File: src/rtl/mul_div_issue_wb.sv
// Issue and in-order writeback stage for the stream MUL/DIV unit.
// Define MUL_DIV_X0_DROP_EN to silently retire results whose destination is x0.
module mul_div_issue_wb #(
  parameter int DEPTH = 4
) (
  input  logic        clk_i,
  input  logic        rst_i,
  input  logic        core_req_i,
  output logic        core_ack_o,
  input  logic [31:0] core_instr_code_bi,
  input  logic [31:0] core_src0_bi,
  input  logic [31:0] core_src1_bi,
  input  logic [4:0]  core_rd_addr_bi,
  output logic        exu_req_o,
  output logic [31:0] exu_instr_code_bo,
  output logic [31:0] exu_src0_bo,
  output logic [31:0] exu_src1_bo,
  input  logic        exu_ack_i,
  input  logic        exu_resp_req_i,
  input  logic [31:0] exu_resp_wdata_bi,
  output logic        exu_resp_ack_o,
  output logic        wb_req_o,
  output logic [4:0]  wb_rd_addr_bo,
  output logic [31:0] wb_wdata_bo,
  input  logic        wb_ack_i
);
  localparam int AW = $clog2(DEPTH);
  localparam int CW = AW + 1;
  localparam logic [CW-1:0] DEPTH_C = CW'(DEPTH);

  logic          req_valid;
  logic [31:0]   req_instr, req_src0, req_src1;
  logic [CW-1:0] cnt;
  logic          core_accept, exu_hs, wb_pop, pop, drop_pop;

  logic [CW-1:0] tag_wptr, tag_rptr, res_wptr, res_rptr;
  logic [CW-1:0] tag_count, res_count;
  logic [4:0]    tag_mem [DEPTH];
  logic [31:0]   res_mem [DEPTH];
  logic          tag_empty, tag_full, res_empty, res_full;
  logic [4:0]    tag_head;
  logic [31:0]   res_head;

  assign core_ack_o     = (cnt < DEPTH_C) && (!req_valid || exu_ack_i);
  assign core_accept    = core_req_i && core_ack_o;
  assign exu_hs         = req_valid && exu_ack_i;
  assign exu_req_o      = req_valid;
  assign exu_instr_code_bo = req_instr;
  assign exu_src0_bo    = req_src0;
  assign exu_src1_bo    = req_src1;
  assign exu_resp_ack_o = 1'b1;

  // Pointers carry one extra wrap bit so full and empty are distinguishable.
  assign tag_empty = (tag_wptr == tag_rptr);
  assign tag_full  = (tag_wptr[AW] != tag_rptr[AW]) && (tag_wptr[AW-1:0] == tag_rptr[AW-1:0]);
  assign res_empty = (res_wptr == res_rptr);
  assign res_full  = (res_wptr[AW] != res_rptr[AW]) && (res_wptr[AW-1:0] == res_rptr[AW-1:0]);
  assign tag_count = tag_wptr - tag_rptr;
  assign res_count = res_wptr - res_rptr;
  assign tag_head  = tag_empty ? '0 : tag_mem[tag_rptr[AW-1:0]];
  assign res_head  = res_empty ? '0 : res_mem[res_rptr[AW-1:0]];

`ifdef MUL_DIV_X0_DROP_EN
  logic x0_head, drop_q;
  assign x0_head  = !res_empty && (tag_head == 5'd0);
  // The x0 entry sits at the head for one cycle, then is retired without a writeback.
  always_ff @(posedge clk_i) begin
    if (rst_i) drop_q <= 1'b0;
    else       drop_q <= x0_head && !drop_q;
  end
  assign drop_pop = drop_q;
  assign wb_req_o = !res_empty && !x0_head;
`else
  assign drop_pop = 1'b0;
  assign wb_req_o = !res_empty;
`endif

  assign wb_rd_addr_bo = tag_head;
  assign wb_wdata_bo   = res_head;
  assign wb_pop        = wb_req_o && wb_ack_i;
  assign pop           = wb_pop || drop_pop;

  always_ff @(posedge clk_i) begin
    if (rst_i) begin
      req_valid <= 1'b0;
      req_instr <= '0;
      req_src0  <= '0;
      req_src1  <= '0;
    end else if (core_accept) begin
      req_valid <= 1'b1;
      req_instr <= core_instr_code_bi;
      req_src0  <= core_src0_bi;
      req_src1  <= core_src1_bi;
    end else if (exu_hs) begin
      req_valid <= 1'b0;
    end
  end

  always_ff @(posedge clk_i) begin
    if (rst_i) cnt <= '0;
    else begin
      case ({core_accept, pop})
        2'b10:   cnt <= cnt + CW'(1);
        2'b01:   cnt <= cnt - CW'(1);
        default: cnt <= cnt;
      endcase
    end
  end

  always_ff @(posedge clk_i) begin
    if (rst_i) begin
      tag_wptr <= '0;
      tag_rptr <= '0;
      res_wptr <= '0;
      res_rptr <= '0;
    end else begin
      if (core_accept && !tag_full)    tag_wptr <= tag_wptr + CW'(1);
      if (pop && !tag_empty)           tag_rptr <= tag_rptr + CW'(1);
      if (exu_resp_req_i && !res_full) res_wptr <= res_wptr + CW'(1);
      if (pop && !res_empty)           res_rptr <= res_rptr + CW'(1);
    end
  end

  always_ff @(posedge clk_i) begin
    if (!rst_i && core_accept && !tag_full)    tag_mem[tag_wptr[AW-1:0]] <= core_rd_addr_bi;
    if (!rst_i && exu_resp_req_i && !res_full) res_mem[res_wptr[AW-1:0]] <= exu_resp_wdata_bi;
  end

  a_occupancy: assert property (@(posedge clk_i) disable iff (rst_i)
    (res_count <= tag_count) && (tag_count <= cnt) && (cnt <= DEPTH_C));
  a_no_push_full: assert property (@(posedge clk_i) disable iff (rst_i)
    !(core_accept && tag_full) && !(exu_resp_req_i && res_full));
  a_resp_unmatched: assert property (@(posedge clk_i) disable iff (rst_i)
    exu_resp_req_i |-> (res_count < tag_count));
endmodule

File: config.mk
export PLATFORM = sky130hd
export DESIGN_NAME = mul_div_issue_wb
export DESIGN_NICKNAME = d
export VERILOG_FILES = /design/src/rtl/mul_div_issue_wb.sv
export SDC_FILE = /design/constraint.sdc
export NUM_CORES = 1
export LEC_CHECK = 0
export BUFFER_PORTS_ARGS = -buffer_cell sky130_fd_sc_hd__buf_2
export CORE_ASPECT_RATIO = 1.75
export CORE_MARGIN = 10
export CORE_UTILIZATION = 52
export DETAILED_ROUTE_END_ITERATION = 12
export GPL_TIMING_DRIVEN = 0
export PLACE_DENSITY = 0.86
export SYNTH_ARGS = -nofsm -noshare
export SYNTH_HDL_FRONTEND = slang
export SYNTH_SLANG_ARGS = --single-unit
File: constraint.sdc
create_clock -name clk_i -period 3.6 [get_ports clk_i]
set_input_delay 0.72 -clock clk_i [delete_from_list [all_inputs] [get_ports clk_i]]
set_output_delay 0.72 -clock clk_i [all_outputs]
set_load 0.03 [all_outputs]
After elaboration in Yosys (flattened, before gate mapping)

Memory sizes are Yosys's and may differ from the RTL's. A register that Yosys moved wholly into a read port is not among the register bits.
Index checks and enable logic that the tools add are counted.

Register bits after elaboration: 112
Bits in latches: 0
Bits in writable memories: 148
Bits in read-only memories: 0
Bits of input ports: 139
Output and inout port bits: 137
Logic and storage cells: 62
Memories: 2

$add $sub $neg: 6
Multipliers: 0
Div/mod/pow operators: 0
Order comparisons: 1
Equality and inequality tests: 8
Shift operators: 0
Mux-type cells: 13
Bitwise gates (word level): 0
Reductions and logical operators: 23

Memory list:

| memory  | words | bits a word | rd ports | clocked after memory_dff | write ports | line | RTL |
|---|---|---|---|---|---|---|---|
| res_mem | 4     | 32          | 1        | 1                        | 1           | 39   | `logic [31:0] res_mem [DEPTH];` |
| tag_mem | 4     | 5           | 1        | 1                        | 1           | 38   | `logic [4:0] tag_mem [DEPTH];` |

Operator list:

| kind                | number |
|---|---|
| $mux 32             | 1 |
| $add 3x1->3 const B | 5 |
| $logic_and 1x1->1   | 14 |
| $mux 2              | 4 |
| $eq 3x3->1          | 2 |
| $logic_not 1->1     | 6 |
| $mux 1              | 6 |
| $pmux 3 s2          | 1 |
| $mux 5              | 1 |
| $eq 2x2->1          | 2 |
| $reduce_bool 2->1   | 2 |
| $lt 3x3->1 const B  | 1 |
| $sub 3x1->3 const B | 1 |
| $eq 2x1->1 const B  | 1 |
| $eq 2x2->1 const B  | 1 |
| $ne 1x1->1          | 2 |
| $logic_or 1x1->1    | 1 |

Longest topological paths before layout

Gate-level depths: netlist of the first run.

Depth after elaboration: 8
Depth in mapped cells: 12
Gate-level depth less buffers: 9

Worst setup path before layout of the first run

No wires, ideal clock.

Kind: input-to-reg
Start point: input rst_i
End point: memory res_mem[3][0] (enable)
Library setup time: 0.421 ns
Arrival time: 2.699 ns
Required time: 3.179 ns
Path slack: 0.480 ns
Stages: 4
Path buffers: 3
Path through: clkbuf_1 > clkbuf_1 > buf_1 > nor2_1

Longest elaborated chain between the ends: 5

Ends and longest elaborated chain:

| element                        | line | RTL |
|---|---|---|
| start: declaration             | 7    | `input logic rst_i,` |
| $logic_not 1->1                | 126  | `if (!rst_i && exu_resp_req_i && !res_full) res_mem[res_wptr[AW-1:0]] <= exu_resp_wdata_bi;` |
| $logic_and 1x1->1 (2 in a row) | 126  |  |
| $mux 1                         | 126  |  |
| $mux 1 (implied by the code)   | 126  |  |
| end: declaration               | 39   |  |

Every way passes these cells.

Worst setup path in the final report of the first run

Start point: register res_wptr[1]
End point: output wb_wdata_bo[9]

Longest elaborated chain between the ends: 2

Ends and longest elaborated chain:

| element                  | line | RTL |
|---|---|---|
| start: declaration       | 36   | `logic [CW-1:0] tag_wptr, tag_rptr, res_wptr, res_rptr;` |
| start signal: assignment | 119  | `if (exu_resp_req_i && !res_full) res_wptr <= res_wptr + CW'(1);` |
| $eq 3x3->1               | 56   | `assign res_empty = (res_wptr == res_rptr);` |
| $mux 32                  | 61   | `assign res_head = res_empty ? '0 : res_mem[res_rptr[AW-1:0]];` |
| end: declaration         | 24   | `output logic [31:0] wb_wdata_bo,` |

Every way passes these cells.

==> results of run 1 <==
-- layer usage --
layer  up-vias  GRT usage
met4         2    0.07435
met5         -          0
met1      3317     0.1897
li1       3294          -
met3        50    0.07277
met2       313     0.3507
-- registers in the layout (all words and copies together) (netlist names), 3 cells and up, named ones only --
| signal | cells |
|---|---|
| res_mem | 128 |
| tag_wptr | 3 |
| exu_src0_bo | 32 |
| tag_mem | 20 |
| res_rptr | 3 |
| cnt | 3 |
| tag_rptr | 3 |
| exu_src1_bo | 32 |
| res_wptr | 3 |
| exu_instr_code_bo | 32 |
-- cells in the final DEF, fill, tap and decap left out, drive strengths merged, types with 6 or more instances in the layout --
cell	synthesis	routed
a21oi	105	105
and2	8	8
and2b	6	6
buf	20	294
clkbuf	27	57
dfxtp	116	116
edfxtp	148	148
ha	11	11
inv	11	12
mux4	37	37
nand2	192	192
nor2	12	12
nor2b	32	32
o21ai	6	6
xor2	11	11
-- stage by stage --
step | util | setup slack (ns) | hold WS [ns] | cell area [sq um] | power [mW]
finish | 0.6634 | 0.3903 | 0.4345 | 12440 | 8.028
global route | 0.6633 | 0.1986 | 0.4228 | 12430 | 8.389
CTS | 0.6631 | 0.3409 | 0.4106 | 12430 | 8.113
detailed placement | 0.6219 | 0.3216 | 0.4430 | 11660 | 5.606
global placement | 0.6203 | -0.8890 | 0.4388 | 11630 | 5.551
floorplan | - | 0.4795 | 0.4585 | 9963 | 4.951
-- critical path, cell delays in order (launching register included) --
cell	delay, ns
dfxtp_1	0.44
xor2_2	0.18
nor3_2	0.45
clkbuf_1	0.51
and2b_1	0.25
buf_2	0.17
-- cell families (layout without fill, tap and decap cells) --
| family | count (synthesis) | after routing |
|---|---|---|
| xor+xnor | 15 | 15 |
| simple gates | 266 | 266 |
| fa+ha+maj | 12 | 12 |
| buf+inv | 58 | 373 |
| mux | 40 | 40 |
| other cells | 1 | 3 |
| compound gates | 116 | 116 |
| flops | 264 | 264 |
-- layout make-up --
class                           count  area share
Timing Repair Buffer              274      0.1115
Tap cell                          238     0.02395
Multi-Input combinational cell    450      0.2381
Buffer                             47     0.01660
Clock inverter                     11     0.01278
Clock buffer                       30     0.04930
Antenna cell                        2   0.0004025
Sequential cell                   264      0.5441
Inverter                           11    0.003320
-- worst max path at each step --
stage,cells after the start,slack (ns),to
floorplan,4,0.48,res_mem[3][0]
global placement,4,-0.89,res_mem[3][8]
detailed placement,13,0.32,cnt[2]
CTS,5,0.34,wb_wdata_bo[9]
global route,5,0.20,wb_wdata_bo[9]
finish,5,0.39,wb_wdata_bo[9]
-- power by group --
part | internal, mW | switching, mW | total [mW]
registers | 3.39 | 0.100 | 3.49
clock network | 1.49 | 1.02 | 2.51
logic | 0.674 | 1.35 | 2.02
total | 5.56 | 2.47 | 8.03
==> key figures, run 1 <==
STA
  • Endpoints failing hold: 0
  • Final period utilization: 0.8916
  • Clock Skew: approximately 0.0072 ns
  • Slew headroom: 0.4239
  • Max Slew Vio Count: 0
  • Transition time of the tightest slew-check pin: ~0.86 ns
  • RSZ-0062 raised after global routing: no
  • Period minus WS final: between 3 and 4 ns
  • Max Freq: slightly above 0.3 GHz
  • Total negative slack: 0 ns
  • Setup violators final: 0

Worst hold path
  • Hold Path Cell Cnt: 1
  • HP Class: in -> reg
  • Hold endpoint: res_mem[3][3]
  • HP Start: exu_resp_wdata_bi[3]

Global routing
  • Largest net degree at the start of global routing: 33
  • Antenna violations before repair: 2
  • All-Layer GR Usage: 0.1914
  • Vias in the first global route: around 7400
  • Grt total ovfl: 0
  • Global-route wire length before repair: around 39 mm

Job
  • Max-cap violations: 0

Floorplanning
  • Chip height: just over 200 um
  • Row cnt: 66
  • Die width: 124.6 um
  • Num ports: about 280
  • Die ar.: ~25000 sq um
  • Core area: between 15000 and 20000 sq um
  • Starting Density: 0.5315

CTS
  • Max Root-Sink Buffers: 3
  • CTS root buffer: clkbuf_16
  • Total clock sinks: approximately 260
  • CTS tree: yes
  • Worst-path clk slew: around 0.060 ns
  • Setup Fix Bufs, Post-CTS: 0
  • H-tree depth: 1
  • Clk_lat worst skew: approximately 0.50 ns
  • Hold_buf cts: 0
  • Post-CTS Resized: 0
  • CTS Buf Count: 23

Setup path
  • Worst Path Required: approximately 2.9 ns
  • Worst Setup Start Kind: register
  • Reg2reg end: cnt[2]
  • Crit. End Element: output pin
  • Critical path arrival: approximately 2.5 ns
  • R2R depth: 12
  • Kind of critical path: reg -> out
  • FF-to-FF Start: exu_req_o
  • Crit Path Max Fanout: 10
  • Setup slack, reg-to-reg: between 0.9 and 1 ns
  • Critical Path Source: res_wptr[1]

Logic synthesis
  • Post-synthesis compound-gate area fraction: 0.06116
  • Yosys top cell area share: 0.4461
  • Area share of xor/xnor cells in the synthesized design: 0.01545
  • Post-synth top cells: 192 x nand2_1, 148 x edfxtp_1, 116 x dfxtp_1
  • Synthesized area per cell: 12.91 sq um
  • Net count after synthesis: between 900 and 1000
  • Post-synthesis mux area share: 0.08678
  • Top_reg_cell synth: edfxtp_1
  • Area leader, netlist: edfxtp_1
  • Mapped Cells: 772
  • Synthesized cell area: roughly 10000 sq um
  • Most frequent cell after synthesis: nand2_1
  • Synth cell types: 36
  • Post-synth ARST share: 0
  • Warnings from Yosys: 0
  • Top post-synthesis cells by area: edfxtp_1 45%, dfxtp_1 23%, mux4_2 8.4%
  • Register area share after synthesis: 0.6791
  • Post-synthesis simple-gate area fraction: 0.1164
  • Post-synthesis adder-cell area fraction: 0.01582
  • Yosys reg bits: 264
  • Main combinational cell family by area after synthesis: simple AND/OR/NAND/NOR gates
  • Post-synth EDFFs: 148

Final layout
  • Register area: 6766 sq um
  • Share of post-route cells with drive strength above 1: 0.3450
  • Filler cells: between 1000 and 1500
  • Final #Nets: between 1000 and 1500
  • Non-filler cells, final: about 1300
  • Multi-input gate area: 2960 sq um
  • Layout area overhead: 24.81%

Placed design
  • IO Port Bufs: between 200 and 300
  • Dpl hpwl: ~19 mm
  • Routability cong.: around 0.83
  • Placed cell count: 1284

Drt
  • DR vias: between 6000 and 7000
  • Met3 wire length: 2.616 mm
  • Initial DRC Count: around 390
  • Final WL: approximately 25 mm
  • Post-DRT Antenna Nets: 0
  • First-pass detailed-route iteration total: 5
  • Top Layer Used: met5
  • Routed length on met1: between 8 and 9 mm
  • Post-route DRC: 0
  • Met2 wire length: about 13 mm
  • Wire length per cell: 19.01 um
  • Drt via density: approximately 5.3

Power
  • Power Density: around 650 nW/um^2
  • Leakage: between 5 and 6 nW
  • Maximum ir drop on the vdd rail: 489.7 uV

Outcome
  • Status: finished clean
Power figures use the tool's default switching activity.
==> run 2: changes to the inputs <==
Settings changed: PLACE_DENSITY 0.86 to 0.79.
==> key figures, run 2 (synthesis gave the netlist of run 1 again) <==
Outcome
  • Status: finished clean

Global routing
  • Antenna violations before repair: 4 (+2)
  • Grt total ovfl: 0 (unchanged)
  • All-Layer GR Usage: 0.1918 (+0.0003615)
  • Global-route wire length before repair: 39.36 mm (unchanged)
  • Vias in the first global route: 7252 (-2.6%)
  • Largest net degree at the start of global routing: 33 (unchanged)

CTS
  • CTS Buf Count: 23 (unchanged)
  • Max Root-Sink Buffers: 3 (unchanged)
  • Hold_buf cts: 0 (unchanged)
  • Post-CTS Resized: 0 (unchanged)
  • CTS root buffer: clkbuf_16
  • Worst-path clk slew: 0.07 ns (about the same)
  • H-tree depth: 1 (unchanged)
  • Setup Fix Bufs, Post-CTS: 0 (unchanged)
  • Total clock sinks: 264 (unchanged)
  • Clk_lat worst skew: 0.50 ns (about the same)
  • CTS tree: yes

STA
  • Max Slew Vio Count: 0 (unchanged)
  • Clock Skew: 0.007985 ns (+0.0008334 ns)
  • Endpoints failing hold: 0 (unchanged)
  • Setup violators final: 0 (unchanged)
  • Max Freq: 0.3116 GHz (about the same)
  • Slew headroom: 0.4082 (-0.01576)
  • Post-route setup slack: 0.3905 ns (+0.0002540 ns)
  • Transition time of the tightest slew-check pin: 0.8878 ns (+0.02363 ns)
  • Final hold slack: 0.4287 ns (-0.005765 ns)
  • Final period utilization: 0.8915 (about the same)
  • Period minus WS final: 3.209 ns (-0.0002540 ns)
  • RSZ-0062 raised after global routing: no

Worst hold path
  • HP Class: in -> reg

Final layout
  • Filler cells: 1403 (+1.7%)
  • Non-filler cells, final: 1328 (+0.075%)
  • Layout area overhead: 24.81% (unchanged)
  • Share of post-route cells with drive strength above 1: 0.3428 (-0.002155)
  • Commonest non-fill, non-tap cell in the layout: buf_2
  • Max FFs per register: 128 (unchanged)
  • Final #Nets: 1222 (unchanged)
  • Most frequent cells in the layout: 288 x buf_2, 192 x nand2_1, 148 x edfxtp_1

Floorplanning
  • Row cnt: 66 (unchanged)
  • Starting Density: 0.5315 (unchanged)
  • Num ports: 276 (unchanged)
  • Chip height: 203.1 um (unchanged)
  • Core area: 18750 sq um (unchanged)
  • Die width: 124.6 um (unchanged)
  • Die ar.: 25310 sq um (unchanged)

Drt
  • Initial DRC Count: 353 (-8.3%)
  • Final WL: 25.06 mm (-0.67%)
  • Drt via density: 5.176 (-1.5%)
  • Post-DRT Antenna Nets: 0 (unchanged)
  • DR vias: 6874 (-1.5%)
  • Post-route DRC: 0 (unchanged)
  • Wire length per cell: 18.87 um (-0.74%)
  • First-pass detailed-route iteration total: 4 (-1)

Power
  • Maximum ir drop on the vdd rail: 490.5 uV (+0.15%)
  • Power Density: 639.5 nW/um^2 (-0.93%)
  • Leakage: 5.035 nW (about the same)

Setup path
  • Kind of critical path: reg -> out
  • Worst path slowest cell: nor3_2
  • Critical path, cell by cell: xor2_2 -> nor3_2 -> clkbuf_1 -> and2b_1 -> buf_2
  • Crit. End Element: output pin
  • Critical path arrival: 2.49 ns (about the same)
  • Worst Path Required: 2.88 ns (about the same)
  • Worst Setup Start Kind: register
  • Crit Path Max Fanout: 10 (unchanged)
  • CP max stage delay: 0.48 ns (-0.03 ns)

Placed design
  • Dpl hpwl: 19.17 mm (+0.53%)
  • Placed cell count: 1284 (unchanged)
  • IO Port Bufs: 273 (unchanged)
  • Setup WS pre-CTS: 0.3535 ns (+0.03193 ns)
  • Routability cong.: 0.8100 (-2.0%)

Job
  • Max-cap violations: 0 (unchanged)
run 2: critical path: cells and delay by family, from the launching register on:
kind / cells / cell delay [ns]
and+or+nand+nor: 2 / 0.72
buffers and inverters: 2 / 0.65
DFF: 1 / 0.44
xor gates and xnor gates: 1 / 0.17
run 2: final timing paths:
check	start	end	slack, ns	cells after the start
setup / recovery	res_wptr[1]	wb_wdata_bo[9]	0.39	5
hold / removal	exu_resp_wdata_bi[4]	res_mem[3][4]	0.43	1
setup reg to reg	exu_req_o	cnt[2]	0.94	12
hold reg to reg	exu_src0_bo[18]	exu_src0_bo[18]	0.45	2
run 2: routing by layer:
| metal | wire length, um | part of all wire | GRT usage | vias to the layer above |
|---|---|---|---|---|
| met4 | 618 | 0.025 | 0.06433 | 2 |
| li1 | - | - | - | 3297 |
| met1 | 8612 | 0.34 | 0.1908 | 3273 |
| met2 | 13520 | 0.54 | 0.3558 | 258 |
| met3 | 2297 | 0.092 | 0.07199 | 44 |
| met5 | 10 | 0.00040 | 0 | - |
run 2: final cells by class:
type,instances,area (sq um),share of cell area
Antenna cell,2,5.005,0.0004025
Buffer,47,206.4,0.01660
Clock buffer,33,696.9,0.05604
Clock inverter,9,75.07,0.006037
Inverter,11,41.29,0.003320
Multi-Input combinational cell,450,2960,0.2381
Sequential cell,264,6766,0.5441
Tap cell,238,297.8,0.02395
Timing Repair Buffer,274,1386,0.1115
run 2: per-stage QoR:
stage / utilization / setup TNS (ns) / power [mW] / instance area, sq um
2_1_floorplan: - / 0 / 4.951 / 9963
3_5_place_dp: 0.6219 / 0 / 5.589 / 11660
4_1_cts: 0.6631 / 0 / 8.048 / 12430
6_report: 0.6634 / 0 / 7.953 / 12440
3_3_place_gp: 0.6203 / -28.59 / 5.555 / 11630
5_1_grt: 0.6634 / 0 / 8.336 / 12440
run 2: power breakdown:
| part | leakage [nW] | switching (mW) | internal, mW |
|---|---|---|---|
| registers | 2.30 | 0.104 | 3.39 |
| logic | 2.36 | 1.33 | 0.674 |
| clock network | 0.374 | 1.03 | 1.43 |
| total | 5.03 | 2.46 | 5.49 |
